**config.mk**
```make
export PLATFORM = sky130hd
export DESIGN_NAME = shift_reg_piso_tx
export DESIGN_NICKNAME = d
export VERILOG_FILES = /design/src/rtl/shift_reg_piso_tx.sv
export SDC_FILE = /design/constraint.sdc
export NUM_CORES = 1
export LEC_CHECK = 0
export ABC_AREA = 0
export CORE_AREA = 2 2 39 41
export DETAILED_ROUTE_END_ITERATION = 8
export DIE_AREA = 0 0 41 43
export GPL_ROUTABILITY_DRIVEN = 1
export HOLD_SLACK_MARGIN = 0.08
export PLACE_DENSITY_LB_ADDON = 0.08
export SYNTH_ARGS = -nofsm -noshare
export SYNTH_HDL_FRONTEND = slang
export SYNTH_SLANG_ARGS = --single-unit
```
**constraint.sdc**
```tcl
create_clock -name clk -period 2.5 [get_ports clk]
set_clock_uncertainty 0.2 [all_clocks]
set_input_delay 0.5 -clock clk [delete_from_list [all_inputs] [get_ports clk]]
set_output_delay 0.5 -clock clk [all_outputs]
set_load 0.05 [all_outputs]
```
**src/rtl/shift_reg_piso_tx.sv**
```systemverilog
// Parallel-in serial-out transmitter with valid/ready input and framing strobes.
// A word accepted at edge N shows its first bit on sdo during the cycle after edge N.
// All outputs are decoded from registered state. There is no path from din or din_valid to any output.
module shift_reg_piso_tx #(
   parameter int WIDTH     = 4,
   parameter int GAP       = 0,
   parameter int MSB_FIRST = 1
) (
   input  logic             clk,
   input  logic             reset,
   input  logic [WIDTH-1:0] din,
   input  logic             din_valid,
   output logic             din_ready,
   output logic             sdo,
   output logic             sdo_valid,
   output logic             sof,
   output logic             eof,
   output logic             busy
);

   localparam int BW = ($clog2(WIDTH) < 1) ? 1 : $clog2(WIDTH);
   localparam logic [BW-1:0] LAST_BIT = BW'(WIDTH - 1);
   localparam logic [3:0]    GAP_LOAD = (GAP > 0) ? 4'(GAP - 1) : 4'd0;

   typedef enum logic [1:0] {
      S_IDLE  = 2'd0,
      S_SHIFT = 2'd1,
      S_GAP   = 2'd2
   } state_t;

   state_t           state, state_nxt;
   logic [WIDTH-1:0] shreg, shreg_nxt, shreg_shifted;
   logic [BW-1:0]    bcnt, bcnt_nxt;
   logic [3:0]       gcnt, gcnt_nxt;
   logic             last_bit;
   logic             accept;

   // Output decode, taken from registered state only.
   assign last_bit  = (state == S_SHIFT) && (bcnt == LAST_BIT);
   // With no idle gap, a new word can be taken during the last bit, so words stream back to back.
   assign din_ready = (state == S_IDLE) || (last_bit && (GAP == 0));
   assign accept    = din_valid && din_ready;
   assign sdo_valid = (state == S_SHIFT);
   assign sdo       = (state == S_SHIFT) &&
                      ((MSB_FIRST != 0) ? shreg[WIDTH-1] : shreg[0]);
   assign sof       = (state == S_SHIFT) && (bcnt == '0);
   assign eof       = last_bit;
   assign busy      = (state != S_IDLE);

   // Shift one place toward the output end and fill with zeros.
   assign shreg_shifted = (MSB_FIRST != 0) ? {shreg[WIDTH-2:0], 1'b0}
                                           : {1'b0, shreg[WIDTH-1:1]};

   // Next-state logic and datapath for the state machine.
   always_comb begin
      state_nxt = state;
      shreg_nxt = shreg;
      bcnt_nxt  = bcnt;
      gcnt_nxt  = gcnt;
      case (state)
         S_IDLE: begin
            if (accept) begin
               shreg_nxt = din;
               bcnt_nxt  = '0;
               state_nxt = S_SHIFT;
            end
         end
         S_SHIFT: begin
            shreg_nxt = shreg_shifted;
            bcnt_nxt  = bcnt + 1'b1;
            if (bcnt == LAST_BIT) begin
               bcnt_nxt = '0;
               if (GAP > 0) begin
                  gcnt_nxt  = GAP_LOAD;
                  state_nxt = S_GAP;
               end else if (accept) begin
                  shreg_nxt = din;
                  state_nxt = S_SHIFT;
               end else begin
                  state_nxt = S_IDLE;
               end
            end
         end
         S_GAP: begin
            if (gcnt == 4'd0) begin
               state_nxt = S_IDLE;
            end else begin
               gcnt_nxt = gcnt - 4'd1;
            end
         end
         default: state_nxt = S_IDLE;
      endcase
   end

   // State register. Reset drops any word in flight right away.
   always_ff @(posedge clk or posedge reset) begin
      if (reset) begin
         state <= S_IDLE;
      end else begin
         state <= state_nxt;
      end
   end

   // Shift register and counters. These clear on reset so no stale bits survive.
   always_ff @(posedge clk or posedge reset) begin
      if (reset) begin
         shreg <= '0;
         bcnt  <= '0;
         gcnt  <= '0;
      end else begin
         shreg <= shreg_nxt;
         bcnt  <= bcnt_nxt;
         gcnt  <= gcnt_nxt;
      end
   end

endmodule

```
# == After elaboration in Yosys (flattened, before gate mapping) ==
# Cells that the tools add are included.
# op_classes
n_addsub,2
eq_ne,6
n_mux,12
bitwise,1
n_reduce_logical,13
# op_table
operator,n
2-to-1 mux 4 bit,3
2-to-1 mux 2 bit,5
one-hot mux 4 bit (2 select lines),1
one-hot mux 2 bit (3 select lines),1
equality test 2 bit (second input constant),2
logical AND 1 bit,4
logical NOT 2 bit,2
logical NOT 4 bit,1
inequality test 2 bit (second input constant),2
one-hot mux 2 bit (2 select lines),1
AND reduction 2 bit,2
nonzero test 2 bit,2
subtractor 4 x 1 -> 4 bit (second input constant),1
AND reduction 3 bit,1
adder 2 x 1 -> 2 bit (second input constant),1
equality test 2 x 1 -> 1 bit (second input constant),1
inequality test 2 x 1 -> 1 bit (second input constant),1
logical OR 1 bit,1
2-to-1 mux 1 bit,1
inverter 1 bit,1
# word_totals
reg_bits,12
out_inout_bits,6
word_cells,38

# == Logic depth before layout (Yosys ltp) ==
# depth
depth_word,7
depth_mapped,4

# == Least setup slack after synthesis ==
# Ideal clock, no wire load.
# synth_timing
kind,flip-flop to output port
startpoint,reg state[0]
endpoint,out eof
t_arrival_ns,1.414
required_ns,1.800
setup_slack_ns,0.386
stages_incl_launch_ff,3
n_path_buf,1
path_cell_list,dfrtp_1 clkbuf_2 and2_1
# synth_via
elab_chain_cells,2
# synth_rtl
item,line,source
from (decl),31,"state_t state, state_nxt;"
from (signal assigned),100,state <= state_nxt;
equality test 2 x 1 -> 1 bit,39,assign last_bit = (state == S_SHIFT) && (bcnt == LAST_BIT);
logical AND 1 bit,39,
to (decl),17,"output logic eof,"
# Every way passes these cells.

# == Worst setup path after layout ==
# layout_timing
startpoint,reg bcnt[0]
endpoint,out din_ready
# layout_via
elab_chain_cells,3
# layout_rtl
item,line,source
from (decl),33,"logic [BW-1:0] bcnt, bcnt_nxt;"
from (signal assigned),112,bcnt <= bcnt_nxt;
equality test 2 bit,39,
logical AND 1 bit,39,
logical OR 1 bit,41,assign din_ready = (state == S_IDLE) || (last_bit && (GAP == 0));
to (decl),13,"output logic din_ready,"
# Every way passes these cells.

==> flow_metrics.tcl <==
set metrics [dict create \
    timing.final.crit_share_pct 80.0 \
    status "finished clean" \
    hold_violations 0 \
    cp_cell_sequence "ha_1 -> nand2b_1 -> buf_4" \
    numCtsBuffers 3 \
    row_count 14 \
    vias 327 \
    rsz0062_at_grt "no" \
    synthTopCellsByCount "dfrtp_1 (7), mux2i_1 (4)" \
    final_net_count 63 \
    p_sw_share_pct 49.0 \
    crit_arrival_ns 1.30 \
    firstDrtPassIters 4 \
    die_w_um 41 \
    pwr-share-comb_pct 56.2 \
    synthArstFlopShare_pct 100 \
    grt_pass1_wl_mm 1.44 \
    cp_max_fo 7 \
    gr-usage-all-layers_pct 12.5 \
    drive_gt1_share_pct 20.8 \
    ys_warn_count 0 \
    dp_slack_ns 0.387 \
    leakage_uw 0.000262 \
    drc 0 \
    synth_flop_cell "dfrtp_1" \
    ir_worst_vdd_mv 0.559 \
    worstMarginPinSlew_ns 0.491 \
    pwr-share-clk_pct 14.3 \
    h-tree-depth 1 \
    synth.distinct_cells 19 \
    clockRootBuffer "clkbuf_4" \
    cts.path.max_buffers 2 \
    pwr-share-seq_pct 29.5 \
    ctsHoldBuffers 0 \
    slowest_stage "dfrtp_1" \
    area_growth_syn_to_layout_pct 32.0 \
    diodes 0 \
    cts_tree "yes" \
    drtAntennaViolNets 0 \
    fmax_mhz 500 \
    synth_top_cell_by_area "dfrtp_1" \
    cpPeakStageDelay_ns 0.38 \
    io_pins 13 \
    setup_viol 0 \
    post_cts_resized 0 \
    start_util_pct 28.8 \
    yosysSeqAreaShare_pct 43.9 \
    wl_per_cell_um 12.6 \
    intPower_uw 360 \
    placeableCoreArea_um2 1380 \
    switching_power_uw 345 \
    cp-end-kind "output port" \
    syn-instance-count 40 \
    nFillCells 152 \
    wl_um 870 \
    total_power_uw 705 \
    area.sequential_um2 175 \
    cts_sinks 7 \
    viasPerCell 4.74 \
    fin_ws_ns 0.499 \
    io_buffer_count 12 \
    postCtsSetupBuffers 0 \
    slew_viol_final 0 \
    grt_pass1_vias 331 \
    synth_fp_nets 49 \
    grt_max_degree 18 \
    postSynthAreaPerCell_um2 9.98 \
    synth.most_common_cell "dfrtp_1" \
    synth_area_um2 399 \
    setup_tns_ns 0 \
    power_density_nw_per_um2 1340 \
    synthTopCellsByArea "dfrtp_1 (44%), mux2i_1 (10%), ha_1 (6.3%)" \
    cp.required_ns 1.80 \
    yosysTopAreaCellShare_pct 43.9 \
    place.gp.congestion 0.621 \
    dieHeight_um 43 \
    slew_headroom_pct 67.2 \
    min_period_ns 2.00 \
    path_clk_slew_ns 0.05 \
    maxCapViolCount 0 \
    synth_edf_count 0 \
    startpoint_type "flop" \
    synth_seq_cells 7 \
    grt-ovfl-total 0 \
    antenna_found_initial 0 \
    dieArea_um2 1760 \
    detailed_place_hpwl_um 674 \
    drt_iter0_drc 1 \
    multi_input_area_um2 189 \
    clk_latency_ns 0.24 \
    min_path_type "input pin to asynchronous set/reset pin" \
    critPathKind "flop to output port" \
]
[logic make-up (layout without fill, tap and decap cells)]
logic type	count (synthesis)	in the layout	share of synthesized area (%)
simple gates	12	12	17.6
buf+inv	6	19	8.78
fa+ha+maj	2	2	6.27
mux	4	4	10.0
flops	7	7	43.9
compound gates	9	9	13.5
[routing by layer]
metal  wire length (µm)  global-route usage [%]
met2                456                    18.4
met5                  0                       0
met1                347                    15.2
met4                  0                    2.00
met3                 66                    7.85
[stage by stage]
stage          util, %  hold slack [ns]  instances  area (µm²)
2_1_floorplan        -            0.103         40         399
3_3_place_gp      36.2            0.305         65         500
3_5_place_dp      36.2            0.338         65         500
4_1_cts           38.1            0.276         69         527
5_1_grt           38.1            0.323         69         527
6_report          38.1            0.271         69         527
[final cells by class]
class | instances | area share [%]
clock buffer | 4 | 4.99
inverter | 3 | 2.14
multi-input combinational | 27 | 35.9
sequential | 7 | 33.3
tap | 16 | 3.80
timing repair buffer | 12 | 20.0
[flip-flops by register name, summed over array words and instances, names as in the netlist]
| name | count |
|---|---|
| bcnt | 2 |
| shreg | 4 |
| state | 1 |
[placed cells by master, fill, tap and decap left out, drive strengths merged]
cell,synthesis,final
nor3,1,1
clkdlybuf4s50,0,6
nand2,2,2
mux2i,4,4
a31oi,3,3
clkbuf,1,4
and2,3,3
ha,2,2
buf,2,6
dfrtp,7,7
inv,3,3
o31ai,1,1
nand2b,2,2
a21o,1,1
and3,3,3
nand3,1,1
o21ai,4,4
[power by group through the flow]
stage	sequential, µW	clock [µW]	combinational (µW)
CTS	209	105	402
finish	208	101	396
global route	216	110	435
global placement	203	0	393
detailed placement	210	0	400
floorplan	206	0	296
[worst max-delay path, delay by kind of cell, from the launching register on]
kind	cells	cell delay, ns
adder cells (fa/ha/maj)	1	0.27
buffers and inverters	1	0.21
AND/OR/NAND/NOR	1	0.19
flip-flops	1	0.38
[worst paths after layout]
path,from,depth (start not counted),slack [ns],to
max,bcnt[0],3,0.50,din_ready
min,reset,2,0.27,shreg[0]
max reg2reg,bcnt[0],4,1.08,shreg[3]
min reg2reg,shreg[1],2,0.34,shreg[2]
max in group asynchronous,reset,2,1.62,bcnt[0]
min in group clk,shreg[1],2,0.34,shreg[2]
No activity file was read; power rests on OpenSTA's default activity.
==> edit, RTL diff (config.mk and constraints unchanged) <==
Change the parameter `WIDTH` from 4 to 2.
--- a/src/rtl/shift_reg_piso_tx.sv
+++ b/src/rtl/shift_reg_piso_tx.sv
@@ -4,3 +4,3 @@
 module shift_reg_piso_tx #(
-   parameter int WIDTH     = 4,
+   parameter int WIDTH     = 2,
    parameter int GAP       = 0,
Interface: changed (resized din); port bits go from 13 to 11. The function was not compared with the original's and may differ.
==> edit against the original RTL <==
  * Sequential share of layout area fell by 3.8 points
  * Sequential cell count fell by 3
  * Setup slack got worse by 0.38 ns
  * Total power fell by 31%
  * Non-clock buffer count fell by 2
  * Combinational power fell by 28%
  * Wire length fell by 47%
  * Final area fell by 35%
  * Clock power fell by 21%
  * Synthesized area fell by 45%
  * Global-route usage fell by 5.9 points
  * Critical path type unchanged
==> edit: results (changes against the original RTL) <==
Final nets 40 (-37%); largest cells by area after synthesis dfrtp_1, mux2i_1, nand2b_1, nand3_1, and2_1; post-synthesis adder-cell area fraction 0% (-6.3 points); routed wire length on met3 53 um (-20%); net count after synthesis 27 (-45%); worst-case headroom to the max-slew limit 67.2% (+0.076 points); global-route wire length before repair 717 um (-50%); outcome completed; share of synthesized area spent on multiplexers 9.14% (-0.89 points); met3 usage in global routing 3.14% (-4.7 points); registers with the most flip-flops shreg (2), bcnt (1), state (1); synth cell count leaders dfrtp_1, nand2b_1, nand3_1; proportion of layout cells with a drive suffix above 1 15.2% (-5.6 points); input/output buffers 10 (-2); first-pass detailed-route iteration total 2 (-2); Final Wtd Congestion 0.670 (+7.9%); depth of the worst register-to-register path 2 (-2); Filler cells 160 (+5.3%); Distinct cells, synth 11 (-8); Global Route met2 Usage 8.75% (-9.7 points); vias in the first global route 181 (-45%); crit path max fanout 9 (+2); count of vias placed by the detailed router 190 (-42%); crit path DAT 1.68 ns (+0.38 ns); Setup Buffers After CTS 0 (unchanged); count of H-tree levels built during CTS 1 (unchanged); Post-Route WL 461 um (-47%); largest net degree at the start of global routing 10 (-8); parity-gate share of the synthesized area counting xor and xnor cells 0% (unchanged); proportion of synthesized chip area in sequential cells 45.7% (+1.8 points); ratio of routed vias to standard cells 3.88 (-18%); leakage power summed over all cells 0.152 nW (-42%); Met2 Routed Length 219 um (-52%); overall routing resource usage 6.55% (-5.9 points); highest metal layer with signal wires met4; proportion of netlist area held by the largest area contributor 45.7% (+1.8 points); metal1 wirelength 183 um (-47%)
edit: layout make-up:
| class | instances | area (um^2) | area share [%] |
|---|---|---|---|
| Timing Repair Buffer | 10 | 97.6 | 28.7 |
| Sequential cell | 4 | 100 | 29.4 |
| Clock buffer | 3 | 22.5 | 6.62 |
| Inverter | 2 | 7.51 | 2.21 |
| Tap cell | 16 | 20.0 | 5.88 |
| Multi-Input combinational cell | 14 | 92.6 | 27.2 |
edit: kinds of logic (layout without fill, tap and decap cells):
| group | after synthesis | after routing |
|---|---|---|
| DFF | 4 | 4 |
| muxes | 2 | 2 |
| buffers and inverters | 4 | 15 |
| and+or+nand+nor | 9 | 9 |
| AOI/OAI and AO/OA | 3 | 3 |
edit: stage by stage:
step                worst slack [ns]  instance area [um^2]  utilization (%)
finish                         0.122                   340             24.6
global route                  0.0364                   340             24.6
CTS                           0.0917                   340             24.6
detailed placement             0.353                   318             23.0
global placement               0.361                   318             23.0
floorplan                      0.123                   219                -
edit: worst max-delay path, cell delays in order (launching register included):
cell	delay (ns)
dfrtp_1	0.46
nand2b_1	0.17
clkdlybuf4s50_1	0.82
edit: power by group:
group,leakage [nW],switching (mW),total [mW],internal (mW)
combinational,0.0899,0.188,0.285,0.0977
clock,0.0138,0.0264,0.0801,0.0537
sequential,0.0483,0.0284,0.118,0.0896
total,0.152,0.242,0.483,0.241
edit: path summary, 6_finish.rpt:
check | slack (ns) | start | end
min reg2reg | 0.32 | shreg[0] | shreg[1]
max | 0.12 | state[0] | din_ready
min in group clk | 0.32 | shreg[0] | shreg[1]
min | 0.25 | reset | shreg[1]
max in group asynchronous | 1.70 | reset | bcnt
max reg2reg | 1.47 | state[0] | bcnt
